File: src/rtl/conv_bcd.sv
// rtl/conv_bcd.sv - sequential signed-binary to packed BCD converter (double-dabble)
module conv_bcd #(
  parameter int DIGITS = 8,
  parameter int W      = 28
) (
  input  logic                  clk,
  input  logic                  rst,
  input  logic [W-1:0]          d_in,
  input  logic                  valid_in,
  input  logic                  ovrflow_in,
  output logic [4*DIGITS-1:0]   bcd,
  output logic                  neg,
  output logic                  err,
  output logic                  valid_out,
  output logic                  busy
);

  localparam int SW = 4*DIGITS + W;
  localparam int CW = $clog2(W);
  localparam logic [63:0] LIMIT = 64'(10**DIGITS) - 64'd1;

  typedef enum logic [1:0] {IDLE, SHIFT, DONE} state_t;

  state_t          state;
  logic            valid_in_q;
  logic [CW-1:0]   cnt;
  logic [SW-1:0]   sr;
  logic [SW-1:0]   adj;
  logic [W-1:0]    mag_c;
  logic            neg_r;
  logic            err_r;
  logic            start;

  always_comb begin
    mag_c = d_in[W-1] ? (~d_in + W'(1)) : d_in;
    start = (state == IDLE) && valid_in && !valid_in_q;
  end

  always_comb begin
    adj = sr;
    for (int i = 0; i < DIGITS; i++) begin
      if (sr[W+4*i +: 4] >= 4'd5)
        adj[W+4*i +: 4] = sr[W+4*i +: 4] + 4'd3;
    end
  end

  always_ff @(posedge clk or negedge rst) begin
    if (!rst) begin
      state      <= IDLE;
      valid_in_q <= 1'b0;
      cnt        <= '0;
      sr         <= '0;
      neg_r      <= 1'b0;
      err_r      <= 1'b0;
      bcd        <= '0;
      neg        <= 1'b0;
      err        <= 1'b0;
      valid_out  <= 1'b0;
      busy       <= 1'b0;
    end else begin
      valid_in_q <= valid_in;
      valid_out  <= 1'b0;
      case (state)
        IDLE: begin
          if (start) begin
            neg_r <= d_in[W-1] & ~(d_in == '0);
            err_r <= ovrflow_in | ({{(64-W){1'b0}}, mag_c} > LIMIT);
            // The first shift is free: scratch is empty, so no nibble needs +3.
            sr    <= {{(4*DIGITS-1){1'b0}}, mag_c, 1'b0};
            cnt   <= '0;
            busy  <= 1'b1;
            state <= SHIFT;
          end
        end
        SHIFT: begin
          sr  <= {adj[SW-2:0], 1'b0};
          cnt <= cnt + 1'b1;
          if (cnt == CW'(W-2))
            state <= DONE;
        end
        DONE: begin
          bcd       <= err_r ? '0 : sr[SW-1:W];
          neg       <= err_r ? 1'b0 : neg_r;
          err       <= err_r;
          valid_out <= 1'b1;
          busy      <= 1'b0;
          state     <= IDLE;
        end
        default: state <= IDLE;
      endcase
    end
  end

endmodule

File: config.mk
export PLATFORM = sky130hd
export DESIGN_NAME = conv_bcd
export DESIGN_NICKNAME = d
export VERILOG_FILES = /design/src/rtl/conv_bcd.sv
export SDC_FILE = /design/constraint.sdc
export NUM_CORES = 1
export LEC_CHECK = 0
export ABC_AREA = 1
export CORE_ASPECT_RATIO = 1.2
export CORE_MARGIN = 3
export CORE_UTILIZATION = 40
export CTS_BUF_LIST = sky130_fd_sc_hd__clkbuf_16
export CTS_CLUSTER_DIAMETER = 150
export DETAILED_ROUTE_END_ITERATION = 8
export GPL_TIMING_DRIVEN = 0
export PLACE_DENSITY = 0.58
export SYNTH_ARGS = -nofsm -noshare
export SYNTH_HDL_FRONTEND = slang
export SYNTH_SLANG_ARGS = --single-unit
File: constraint.sdc
create_clock -name clk -period 2.9 [get_ports clk]
set_input_delay 0.725 -clock clk [delete_from_list [all_inputs] [get_ports clk]]
set_output_delay 0.725 -clock clk [all_outputs]
set_load 0.02 [all_outputs]
# Yosys cells after proc, flatten, opt, wreduce, memory -nomap -nowiden
# Index checks and enable logic that the tools add are counted.
# totals
latchBits	0
mem_bits_rw	0
regBits	106
rom_bits	0
output_inout_bits	36
input_bits	32
memories	0
# op_classes
n_mul	0
div	0
shift	0
n_mux	21
bitwise_logic	4
n_lt_le_gt_ge	9
n_reduce_logical	11
n_addsub	10
eq_ne	5
# ops
cell	count
$pmux 60 s2	1
$mux 60	1
$ge 4x3->1 const B	8
$mux 32	1
$add 28x1->28 const B	1
$add 4x2->4 const B	7
$gt 28x27->1 const B	1
$logic_not 28->1	1
$mux 28	1
$mux 4	7
$not 28->28	1
$pmux 5 s2	1
$reduce_and 2->1	4
$add 5x1->5 const B	1
$eq 5x5->1 const B	1
$mux 5	1
$mux 2	2
$ne 2x2->1 const B	2
$pmux 2 s2	1
$reduce_bool 2->1	2
$add 3x2->3 const B	1
$mux 1	3
$mux 3	1
$eq 2x1->1 const B	1
8 further kinds	9

# Logic depth before layout (Yosys ltp)
# Gate-level depths: netlist of run 1.
# depth
word_depth	5
mapped_depth	16

# Least setup slack after synthesis of run 1
# OpenSTA, ideal clock, no wires.
# synth_path
kind	input to register
start	input d_in[0]
end	register err_r
n_path_buf	0
arrival_ns	1.931
required_ns	2.783
cell_stages	15
path_slack_ns	0.852
path_cell_list	inv_1 -> ha_1 -> nand2_4 -> o21ai_2 -> nand3_1 -> nand2_1 -> nand2_1 -> nand2_1 -> inv_1 -> nand3_1 -> nand2_1 -> nand2_1 -> nand2_1 -> nor2_1 -> nor2_1
# synth_between
elab_chain_cells	5
# synth_rtl
item	line	text
start, declared	8	input logic [W-1:0] d_in,
$not 28->28	35	mag_c = d_in[W-1] ? (~d_in + W'(1)) : d_in;
$add 28x1->28	35	
$mux 28 *	35	
$gt 28x27->1 *	67	err_r <= ovrflow_in | ({{(64-W){1'b0}}, mag_c} > LIMIT);
$or 1x1->1 *	67	
end signal, assigned	67	
end, declared	31	logic err_r;
# Every way passes the cells marked *; elsewhere a longest branch is shown, timed or not.
# A chain may end at the register's enable or synchronous reset.

# Worst setup path in the final report of run 1
# layout_path
start	input valid_in
end	register sr[55]
# layout_between
elab_chain_cells	4
# layout_rtl
item	line	text
start, declared	9	input logic valid_in,
$logic_and 1x1->1 (2 in series)	36	start = (state == IDLE) && valid_in && !valid_in_q;
$ne 2x2->1 (no line)	n/a	
$reduce_and 2->1 (no line)	n/a	
end signal, assigned	69	sr <= {{(4*DIGITS-1){1'b0}}, mag_c, 1'b0};
end signal, assigned	76	sr <= {adj[SW-2:0], 1'b0};
end, declared	27	logic [SW-1:0] sr;
# Every way passes these cells.

==> results.txt, run 1 <==
Remaining Overflow, GRT = 0
Drt first-iter violations = 327
Critical path capture point type = register
Worst R2R Start = state[1]$_DFFE_PN0P_
Fmax = 0.392 GHz
Setup ws final = 0.347 ns
Die Y = 138 um
Tmin final = 2.55 ns
Post_cts resized = 0
Worst setup SP type = input pin
Final Max Tran Viols = 0
Post-DP HPWL = 11.4 mm
Met2 WL post-DR = 7.46 mm
Design area = 6970 um2
Skew final = 0.00507 ns
CP Data Required Time = 3.10 ns
# rows = 47
CTS sink count = 105
Clock H-tree levels = 3
Placed Area = 6700 um2
Metal1 wirelength = 6.39 mm
Synth async-reset ratio = 100%
Ys flop type = dfrtp_1
DRC Markers = 0
Non-Filler Instances = 1007
VDD IR max = 0.000346 V
Netlist cell types = 33
Cell count after synthesis = 754
Final Power = 6.17 mW
Die width = 116 um
Core area = 14000 um2
Commonest non-fill, non-tap cell in the layout = nand2_1
Register Area = 2630 um2
Setup WS pre-CTS = -0.0669 ns
Num CTS Buffers = 9
First-pass GRT wire length = 24.6 mm
N_diodes = 0
Most frequent cells in the layout = nand2_1 (211), dfrtp_1 (105), o21ai_0 (82), inv_1 (82), clkdlybuf4s50_1 (66)
IO Count = 68
Top cells by area, synth = dfrtp_1 (45%), nand2_1 (14%), o21ai_0 (7.1%)
CP startpoint = valid_in
Final count of hold timing violations = 0
Synthesis-to-finish area growth = 20.4%
Synth Cell Area = 5790 um2
WL met3 = 524 um
Placed instance count = 993
Ys Warns = 0
Hold buffer count at CTS = 0
DR top layer = met4
Worst-Skew Late Latency = 0.35 ns
RePlAce Congestion = 0.880
# setup viols final = 0
Reg clk slew, reported paths = 0.07 ns
Port bufs = 67
Largest net degree at the start of global routing = 64
Nets = 884
Root buffer cell = clkbuf_16
Fill cells = 1399
Average wire per standard cell = 14.7 um
Worst Path Arrival = 2.75 ns
Number of setup buffers added after CTS = 0
Antenna violations before repair = 0
Mean post-synth cell area = 7.68 um2
CTS tree = built
Initial core utilization = 41.4%
Final ANT Viol Nets = 0
Drt total wl = 14.8 mm
Vias per cell = 5.19
Max_slew headroom = 53.5%
Final worst path period share = 88.0%
Status = finished, final reports clean
Worst Setup Path Type = input pin to register
Most area-hungry cell type in the Yosys netlist = dfrtp_1
RSZ-0062 raised after global routing = no
Synth Net Count = 805
Via count = 5226
Max-cap violation count = 0
1st-pass router iterations = 5
Leak Pwr = 3.34 nW
Worst hold path class = input pin to async pin
All-Layer GR Usage = 19.4%
Clock Path Buffers = 2
Number of synthesized flops with an enable pin = 0
Via count of the first global-routing pass = 5131
Die area = 16000 um2
Area of the multi-input gates = 2750 um2
Crit-path max FO = 10
Share of post-route cells with drive strength above 1 = 5.50%
Sequential cell area fraction in the yosys report = 45.4%
Slew @ Worst Pin = 0.697 ns
Synth top area share = 45.4%
Power Density = 885 nW/um2
Number of synthesized register bits = 105
## cell type report
type	instances	share of cell area, %
plain buffers	25	1.44
clock buffers	9	3.23
clock inverters	5	0.700
inverters	84	4.52
multi-input cells	540	39.4
flip-flops and latches	105	37.7
well taps	171	3.07
repair buffers	68	9.98
## worst max-delay path, cell delays in order
cell	delay, ns
clkdlybuf4s50_1	0.47
and3_1	0.15
clkbuf_1	0.28
nor2_2	0.17
inv_1	0.29
clkbuf_1	0.50
o21ai_0	0.17
## per-stage QoR
step	hold WS, ns	setup TNS (ns)	util [%]
after floorplan	0.427	0	-
after global placement	0.463	-310.70	47.7
after detailed placement	0.471	-0.368	47.9
after CTS	0.390	0	49.8
after global routing	0.410	0	49.8
final	0.366	0	49.8
## layer usage
layer  track usage, %  up-vias
li1                 -     2600
met1             23.2     2476
met2             34.6      120
met3             2.94       30
met4             7.74        0
met5                0        -
## synth_stat cells, types with 3 or more instances
| cell | n |
|---|---|
| a21oi_1 | 7 |
| buf_2 | 5 |
| o22ai_1 | 10 |
| nand2_2 | 9 |
| nand4_1 | 13 |
| nand3b_1 | 4 |
| xor2_1 | 15 |
| ha_1 | 19 |
| o32ai_1 | 7 |
| nand3_1 | 65 |
| o211ai_1 | 6 |
| nor2_1 | 65 |
| o21ai_0 | 82 |
| inv_1 | 82 |
| dfrtp_1 | 105 |
| nor2_4 | 3 |
| nand2_1 | 211 |
| nor2_2 | 9 |
| clkbuf_1 | 19 |
## final timing paths
check	cells after the start	end	slack, ns
worst max-delay path	7	sr[55]$_DFFE_PN0P_	0.35
worst min-delay path	1	bcd[19]$_DFFE_PN0P_	0.37
worst max register to register	5	sr[55]$_DFFE_PN0P_	0.65
worst min register to register	1	cnt[4]$_DFFE_PN0P_	0.48
max in group asynchronous	2	sr[29]$_DFFE_PN0P_	1.81
min in group clk	1	cnt[4]$_DFFE_PN0P_	0.48
## cells by family (layout without fill, tap and decap cells)
family | count (synthesis) | in the layout | synth area share, %
AO/OA/AOI/OAI | 117 | 117 | 11.3
adder cells (fa/ha/maj) | 19 | 19 | 4.11
flip-flops | 105 | 105 | 45.4
XOR/XNOR | 17 | 17 | 2.57
buffers and inverters | 109 | 191 | 7.18
multiplexers | 1 | 1 | 0.173
AND/OR/NAND/NOR | 386 | 386 | 29.2
## sequential cells by signal, indices dropped and copies added, names as in the netlist, 2 cells and up
register	cells
sr	59
bcd	32
cnt	5
state	2
## where the power goes
group | total (mW) | internal (mW) | switching [mW]
combinational | 2.63 | 1.01 | 1.63
clock | 1.17 | 0.651 | 0.523
sequential | 2.36 | 2.03 | 0.336
total | 6.17 | 3.68 | 2.49
No activity file was read; power rests on OpenSTA's default activity.
==> run 2: changes to the inputs <==
CORE_MARGIN = default   (was 3)
==> run 2 against run 1 <==
The run now ends with DRC left; via count shrank 0.86%; worst hold slack better by 0.062 ns; first-iteration DRC count is 10% lower; clock skew rose by 0.0057 ns; non-clock buffer count did not move; routed wire length is 0.64% lower; register-to-register slack worse by 0.09 ns; largest cell class unchanged; largest power group unchanged.
==> results.txt, run 2 (synthesis gave the netlist of run 1 again) <==
Worst Setup Path Type = input pin to register
Fill cells = 1411
Max FFs per register = 59
Post-DP HPWL = 11.3 mm
Post_cts resized = 0
CTS tree = built
CP Data Required Time = 3.10 ns
RSZ-0062 raised after global routing = no
Worst hold path class = input pin to async pin
Register Area = 2630 um2
Top reg by flops = sr
Worst Path Arrival = 2.85 ns
Worst setup SP type = input pin
Worst-Skew Late Latency = 0.35 ns
Via count of the first global-routing pass = 5065
Area of the multi-input gates = 2750 um2
Num CTS Buffers = 9
IO Count = 68
Placed instance count = 993
RR Endpoint = sr[53]$_DFFE_PN0P_
Clock Path Buffers = 2
Antenna violations before repair = 0
Largest regs = sr x59, bcd x32, cnt x5
Drt total wl = 14.7 mm
Largest net degree at the start of global routing = 55
Port bufs = 67
Setup WS pre-CTS = -0.187 ns
Commonest non-fill, non-tap cell in the layout = nand2_1
Die area = 15000 um2
Critical path capture point type = register
Crit path top cell by count = clkbuf_1
Max_slew headroom = 53.7%
Die width = 112 um
1st-pass router iterations = 7
Nets = 884
Synthesis-to-finish area growth = 20.7%
# rows = 47
Final Max Tran Viols = 0
Max-cap violation count = 0
Worst path max stage delay = 0.53 ns
Hold buffer count at CTS = 0
Root buffer cell = clkbuf_16
Number of setup buffers added after CTS = 0
Core area = 13900 um2
Final worst path period share = 91.2%
Tmin final = 2.65 ns
Final count of hold timing violations = 0
DRC Markers = 8
First-pass GRT wire length = 24.8 mm
Clock H-tree levels = 3
Final ANT Viol Nets = 0
All-Layer GR Usage = 21.0%
Vias per cell = 5.13
Status = complete, but fails checks
Crit-path max FO = 10
Failing checks = DRC
N_diodes = 0
Die Y = 134 um
Power Density = 887 nW/um2
Drt first-iter violations = 294
Leak Pwr = 3.35 nW
Setup ws final = 0.255 ns
Non-Filler Instances = 1009
RePlAce Congestion = 0.843
Cells along the critical path = clkdlybuf4s50_1 > and3_1 > clkbuf_1 > nor2_2 > inv_1 > clkbuf_1 > o22ai_1
R2R cell count = 5
FF-to-FF setup slack = 0.56 ns
VDD IR max = 0.000347 V
Via count = 5181
Slowest cell on the critical path = clkbuf_1
Remaining Overflow, GRT = 0
Skew final = 0.0108 ns
CTS sink count = 105
Most frequent cells in the layout = nand2_1 (211), dfrtp_1 (105), inv_1 (83), o21ai_0 (82), clkdlybuf4s50_1 (66)
Fmax = 0.378 GHz
Average wire per standard cell = 14.6 um
Initial core utilization = 41.5%
Reg clk slew, reported paths = 0.07 ns
Share of post-route cells with drive strength above 1 = 5.85%
Worst R2R Start = state[1]$_DFFE_PN0P_
Slew @ Worst Pin = 0.694 ns
# setup viols final = 0
[run 2: cell types whose count changed in the layout (fill, tap and decap cells not counted), sizes merged]
| cell | change |
|---|---|
| clkinvlp | +1 |
| inv | +1 |
[run 2: layout make-up]
cell class,instances,share of cell area [%]
flip-flops and latches,105,37.6
repair buffers,68,9.96
plain buffers,25,1.43
well taps,171,3.06
multi-input cells,540,39.3
clock inverters,7,0.895
inverters,84,4.51
clock buffers,9,3.22
[run 2: layer usage]
layer	routed length [um]	up-vias	track usage [%]
met3	543	26	3.62
li1	-	2596	-
met5	0	-	0
met2	7300	110	37.5
met1	6500	2449	24.9
met4	381	0	8.33
[run 2: critical path, delay by kind of cell]
family / cells / cell delay (ns)
buf+inv: 4 / 1.61
simple gates: 2 / 0.33
compound gates: 1 / 0.17
[run 2: where the power goes]
part           leakage, nW  switching, mW  internal (mW)
clock                0.140          0.545          0.661
sequential            1.28          0.329           2.02
combinational         1.93           1.63           1.01
[run 2: metrics by stage]
stage | area, um2 | total power, mW | TNS (ns) | utilization [%] | hold slack (ns)
after floorplan | 5790 | 4.12 | 0 | - | 0.427
after global placement | 6670 | 4.92 | -308.58 | 47.9 | 0.466
after detailed placement | 6700 | 5.02 | -1.87 | 48.1 | 0.472
after CTS | 6990 | 6.24 | 0 | 50.1 | 0.451
after global routing | 6990 | 6.71 | 0 | 50.1 | 0.483
final | 6990 | 6.20 | 0 | 50.1 | 0.429
[run 2: how the worst max path moves through the flow]
stage                        start            endpoint  slack, ns  depth (start not counted)
after global placement         rst  sr[17]$_DFFE_PN0P_      -2.94                          1
after floorplan            d_in[0]   err_r$_DFFE_PN0P_       0.85                         15
final                     valid_in  sr[53]$_DFFE_PN0P_       0.25                          7
after detailed placement  valid_in  sr[55]$_DFFE_PN0P_      -0.19                          7
after CTS                 valid_in  sr[55]$_DFFE_PN0P_       0.19                          7
after global routing      valid_in  sr[55]$_DFFE_PN0P_       0.10                          7
